--- src/rtl/pipe_elastic_stages.sv ---
// Elastic pipeline-register chain with per-stage valid/ready handshake,
// an optional skid register per stage (registered ready) and per-stage flush.
module pipe_elastic_stages #(
    parameter int                WIDTH     = 32,
    parameter int                STAGES    = 4,
    parameter int                SKID      = 1,
    parameter logic [WIDTH-1:0]  RESET_VAL = {WIDTH{1'b0}}
) (
    input  logic                              clk,
    input  logic                              reset,
    input  logic                              i_valid,
    output logic                              o_ready,
    input  logic [WIDTH-1:0]                  i_data,
    input  logic [STAGES-1:0]                 i_flush,
    output logic                              o_valid,
    input  logic                              i_ready,
    output logic [WIDTH-1:0]                  o_data,
    output logic [$clog2(2*STAGES+1)-1:0]     o_count
);

    localparam int CW = $clog2(2*STAGES+1);

    logic [STAGES-1:0] mv_r;
    logic [STAGES-1:0] sv_r;
    logic [WIDTH-1:0]  md_r [STAGES];
    logic [WIDTH-1:0]  sd_r [STAGES];
    logic [CW-1:0]     count_r;

    logic [STAGES-1:0] mv_s;
    logic [STAGES-1:0] sv_s;
    logic [WIDTH-1:0]  md_s [STAGES];
    logic [WIDTH-1:0]  sd_s [STAGES];
    logic [CW-1:0]     count_s;

    logic [STAGES-1:0] ready_in_s;
    logic [STAGES-1:0] ready_out_s;
    logic [STAGES-1:0] take_s;
    logic [STAGES-1:0] leave_s;
    logic [STAGES:0]   in_v_s;
    logic [STAGES:0]   ready_ext_s;
    logic [WIDTH-1:0]  in_d_s [STAGES];

    // Without skid, stage k can take a payload unless it and every later stage
    // are full and the sink stalls; written flat so no ready bit depends on another.
    function automatic logic tail_full(input logic [STAGES-1:0] v, input int k);
        logic f;
        f = 1'b1;
        for (int j = 0; j < STAGES; j++) begin
            if (j >= k) begin
                f = f & v[j];
            end else begin
                f = f;
            end
        end
        return f;
    endfunction

    // Per-stage ready toward the producer side.
    always_comb begin
        ready_in_s = {STAGES{1'b0}};
        for (int k = 0; k < STAGES; k++) begin
            if (SKID != 0) begin
                ready_in_s[k] = ~sv_r[k];
            end else begin
                ready_in_s[k] = i_ready | ~tail_full(mv_r, k);
            end
        end
    end

    // Handshake terms: what each stage accepts and what leaves each main register.
    always_comb begin
        ready_ext_s = {i_ready, ready_in_s};
        ready_out_s = ready_ext_s[STAGES:1];
        in_v_s      = {mv_r, i_valid};
        in_d_s[0]   = i_data;
        for (int k = 1; k < STAGES; k++) begin
            in_d_s[k] = md_r[k-1];
        end
        take_s  = in_v_s[STAGES-1:0] & ready_in_s;
        leave_s = mv_r & ready_out_s;
    end

    // Next-state of main/skid registers; flush wins over any load into the stage.
    always_comb begin
        for (int k = 0; k < STAGES; k++) begin
            mv_s[k] = mv_r[k];
            sv_s[k] = sv_r[k];
            md_s[k] = md_r[k];
            sd_s[k] = sd_r[k];
            if (mv_r[k] && !leave_s[k]) begin
                if (take_s[k]) begin
                    sv_s[k] = 1'b1;
                    sd_s[k] = in_d_s[k];
                end else begin
                    sv_s[k] = sv_r[k];
                end
            end else if (leave_s[k] && sv_r[k]) begin
                mv_s[k] = 1'b1;
                md_s[k] = sd_r[k];
                sv_s[k] = 1'b0;
            end else begin
                mv_s[k] = take_s[k];
                if (take_s[k]) begin
                    md_s[k] = in_d_s[k];
                end else begin
                    md_s[k] = md_r[k];
                end
            end
            if (i_flush[k]) begin
                mv_s[k] = 1'b0;
                sv_s[k] = 1'b0;
            end else begin
                sv_s[k] = (SKID != 0) ? sv_s[k] : 1'b0;
            end
        end
    end

    // Occupancy after this edge: every in, out and flush is already folded into the next valids.
    always_comb begin
        count_s = {CW{1'b0}};
        for (int k = 0; k < STAGES; k++) begin
            count_s = count_s + CW'(mv_s[k]) + CW'(sv_s[k]);
        end
    end

    // Stage registers and occupancy counter.
    always_ff @(posedge clk or posedge reset) begin
        if (reset) begin
            mv_r    <= {STAGES{1'b0}};
            sv_r    <= {STAGES{1'b0}};
            count_r <= {CW{1'b0}};
            for (int k = 0; k < STAGES; k++) begin
                md_r[k] <= RESET_VAL;
                sd_r[k] <= RESET_VAL;
            end
        end else begin
            mv_r    <= mv_s;
            sv_r    <= sv_s;
            count_r <= count_s;
            for (int k = 0; k < STAGES; k++) begin
                md_r[k] <= md_s[k];
                sd_r[k] <= sd_s[k];
            end
        end
    end

    assign o_ready = ready_in_s[0];
    assign o_valid = mv_r[STAGES-1];
    assign o_data  = md_r[STAGES-1];
    assign o_count = count_r;

endmodule

--- config.mk ---
export PLATFORM = sky130hd
export DESIGN_NAME = pipe_elastic_stages
export DESIGN_NICKNAME = d
export VERILOG_FILES = /design/src/rtl/pipe_elastic_stages.sv
export SDC_FILE = /design/constraint.sdc
export NUM_CORES = 1
export LEC_CHECK = 0
export BUFFER_PORTS_ARGS = -buffer_cell sky130_fd_sc_hd__clkbuf_2
export CORE_UTILIZATION = 35
export CTS_CLUSTER_SIZE = 24
export DETAILED_ROUTE_END_ITERATION = 7
export GPL_ROUTABILITY_DRIVEN = 0
export GPL_TIMING_DRIVEN = 0
export PLACE_DENSITY = 0.53
export SYNTH_ARGS = -nofsm -noshare
export SYNTH_HDL_FRONTEND = slang
export SYNTH_SLANG_ARGS = --single-unit
--- constraint.sdc ---
create_clock -name clk -period 11.85 [get_ports clk]
set_input_delay 0.5925 -clock clk [delete_from_list [all_inputs] [get_ports clk]]
set_output_delay 0.5925 -clock clk [all_outputs]
set_load 0.01 [all_outputs]
==> flow_summary.ini <==
[detailed_routing]
drtPass1Iterations = 4
highest_layer = met4
avgViaCountPerCell = 4.565
dr_wl_met2_mm = 8.928
ant_nets = 0
routed_wirelength_mm = 21.25
wl_met1_mm = 11.10
met3_length_um = 823
drt_iter0_drc = 282
drt-wirelength-per-cell_um = 15.72
drc = 0
via_count = 6172

[yosys]
yosysTopAreaCellShare_pct = 58.97
synth_nets = 828
ys_top_cells_by_area = dfrtp_1 (59%), o221a_2 (13%), mux2_2 (9.3%), nand2b_1 (5.4%), mux2_4 (4.0%)
synthDistinctLibCells = 33
ys_seq_elements = 268
seq_area_frac_synth_pct = 58.97
synth_warnings = 0
yosysTopAreaCell = dfrtp_1
syn_avg_cell_area_sq_um = 14.56
syn_inst = 781
syn-cell-area_sq_um = 11370

[global_route]
grt.overflow.total = 0
groute.usage.overall_pct = 13.35
grt_pass1_wl_mm = 35.93
grt_max_degree = 130
antenna_found_initial = 0
grt_pass1_vias = 6552

[power]
fin_total_pwr_mw = 2.360
powerDensity_nw_per_um2 = 176.7
ir_drop_uv = 95.68
p_leak_nw = 6.006

[worst_setup_path]
crit_path_frequent_cell = fa_1
critPathLaunchType = flop
critPathSlowestCell = fa_1
path_cells = buf_6 -> o21ai_0 -> a21o_1 -> fa_1 -> fa_1 -> fa_1 -> inv_1 -> ha_1 -> inv_1 -> fa_1 -> xnor2_1
crit_fanout = 10
cp_data_required_time_ns = 12.28
crit_type = flop to flop
arrival_ns = 3.75
slowest_delay_ns = 0.51
end_kind = flop

[sta]
fmax_ghz = 0.3011
setup_viol = 0
tightest_slew_ns = 0.6990
drv_slew = 0
finalCritPeriodShare_pct = 28.03
setup_tns_ns = 0
fin_worst_skew_ns = 0.007311
worst_slack_ns = 8.529
slew_headroom_pct = 53.40
min_period_ns = 3.321
rsz0062_at_grt = no
hold_viol = 0

[floorplanning]
die_w_um = 182.3
fp.dieH_um = 182.3
rows = 65
start_util_pct = 35.77
die_area_sq_um = 33220
io_pins = 78
coreArea_sq_um = 31800

[run_status]
outcome = finished clean

[final_layout]
drive_above_1_share_pct = 50.49
fin_area_sq_um = 13360
syn_to_final_growth_pct = 17.46
nNetsFinal = 940
num_antenna_cells = 0

[place]
dpl.hpwl_mm = 15.25
io_buffers = 77
place_area_sq_um = 12370
dp_slack_ns = 8.302

[clock_network]
cts_resized = 0
path_clk_slew_ns = 0.06
cts_setup_buffers = 0
clock-root-buffer = clkbuf_16
insertion_delay_ns = 0.54
cts_tree = built
cts_hold_buf = 1
clock_sinks = 268
cts_max_level = 1
cts_buffer_depth = 3
cts_buffers = 30

[flow_run]
cap_violations = 0

[worst_hold_path]
hold_path_class = input port to flop
[logic make-up (layout without fill, tap and decap cells)]
logic type	count (synthesis)	count (layout)	share of synthesized area (%)
compound gates	148	148	13.86
xor+xnor	1	1	0.07702
fa+ha+maj	7	7	1.034
mux	128	128	13.66
simple gates	159	159	9.043
buf+inv	70	206	3.355
flops	268	268	58.97
[worst paths after layout]
check / startpoint / to / depth (start not counted) / slack [ns]
worst max-delay path: sv_r[3]$_DFF_PP0_ / o_count[2]$_DFF_PP0_ / 11 / 8.53
worst min-delay path: i_flush[3] / mv_r[3]$_DFF_PP0_ / 2 / 0.23
worst max register to register: sv_r[3]$_DFF_PP0_ / o_count[2]$_DFF_PP0_ / 11 / 8.53
worst min register to register: sd_r[22]$_DFFE_PP0P_ / sd_r[22]$_DFFE_PP0P_ / 1 / 0.48
max in group asynchronous: reset / sd_r[113]$_DFFE_PP0P_ / 4 / 10.42
min in group asynchronous: reset / o_data[29]$_DFFE_PP0P_ / 3 / 0.53
[metrics by stage]
stage	hold WS, ns	util [%]	instances
floorplan	0.4498	-	781
global placement	0.4595	38.69	1293
detailed placement	0.4667	38.89	1295
CTS	0.1996	42.01	1352
global route	0.2157	42.01	1352
finish	0.2292	42.01	1352
[area by class of cell]
cell class	instances	area, sq um
timing repair buffer	80	450.4
tap	435	544.3
clock buffer	53	968.4
clock inverter	3	15.01
inverter	16	67.56
multi-input combinational	443	4285
fill	2951	18440
buffer	54	321.6
sequential	268	6706
[layout by cell type, fill, tap and decap left out, drive strengths merged, types with 3 or more instances in the layout]
master / synthesis / final
or2: 32 / 32
fa: 4 / 4
dfrtp: 268 / 268
nand2: 11 / 11
nand2b: 100 / 100
clkinv: 0 / 3
a21oi: 7 / 7
o21ai: 4 / 4
mux2: 128 / 128
a21o: 3 / 3
or3: 3 / 3
and3b: 3 / 3
nand3: 3 / 3
o221a: 127 / 127
ha: 3 / 3
a21boi: 4 / 4
clkbuf: 7 / 137
nor2b: 5 / 5
inv: 16 / 16
buf: 47 / 49
[metal layers]
layer	GRT usage, %	vias up
met4	3.832	0
li1	-	3137
met3	2.395	30
met5	0	-
met2	19.88	94
met1	19.79	2911
[state kept, by name, indices dropped and copies added, names as in the netlist]
name / count
in_d_s: 96
mv_r: 4
o_count: 4
o_data: 32
sd_r: 128
sv_r: 4
[critical path, delay by kind of cell, from the launching register on]
kind | cells | cell delay (ns)
fa+ha+maj | 5 | 1.94
compound gates | 2 | 0.48
flops | 1 | 0.37
buf+inv | 3 | 0.28
xor+xnor | 1 | 0.14
[synthesized netlist by cell type]
cell type,n
a211o_1,1
a21boi_2,4
a21o_1,3
a21oi_1,7
a2bb2oi_1,1
and3b_1,3
buf_1,2
buf_2,32
buf_4,5
buf_6,8
clkbuf_1,7
dfrtp_1,268
fa_1,4
ha_1,3
inv_1,16
mux2_1,4
mux2_2,94
mux2_4,30
nand2_1,11
nand2b_1,98
nand2b_4,2
nand3_1,2
nand3_4,1
nand4b_4,1
nor2_4,1
nor2b_1,4
nor2b_4,1
o21ai_0,4
o221a_2,127
o22ai_1,1
or2_2,32
or3_1,3
xnor2_1,1
[report_power, final]
| group | internal [mW] | switching (mW) | leakage [nW] |
|---|---|---|---|
| Combinational | 0.185 | 0.111 | 2.22 |
| Clock | 0.546 | 0.350 | 0.486 |
| Sequential | 1.06 | 0.112 | 3.30 |
(Power assumes the default switching activity.)
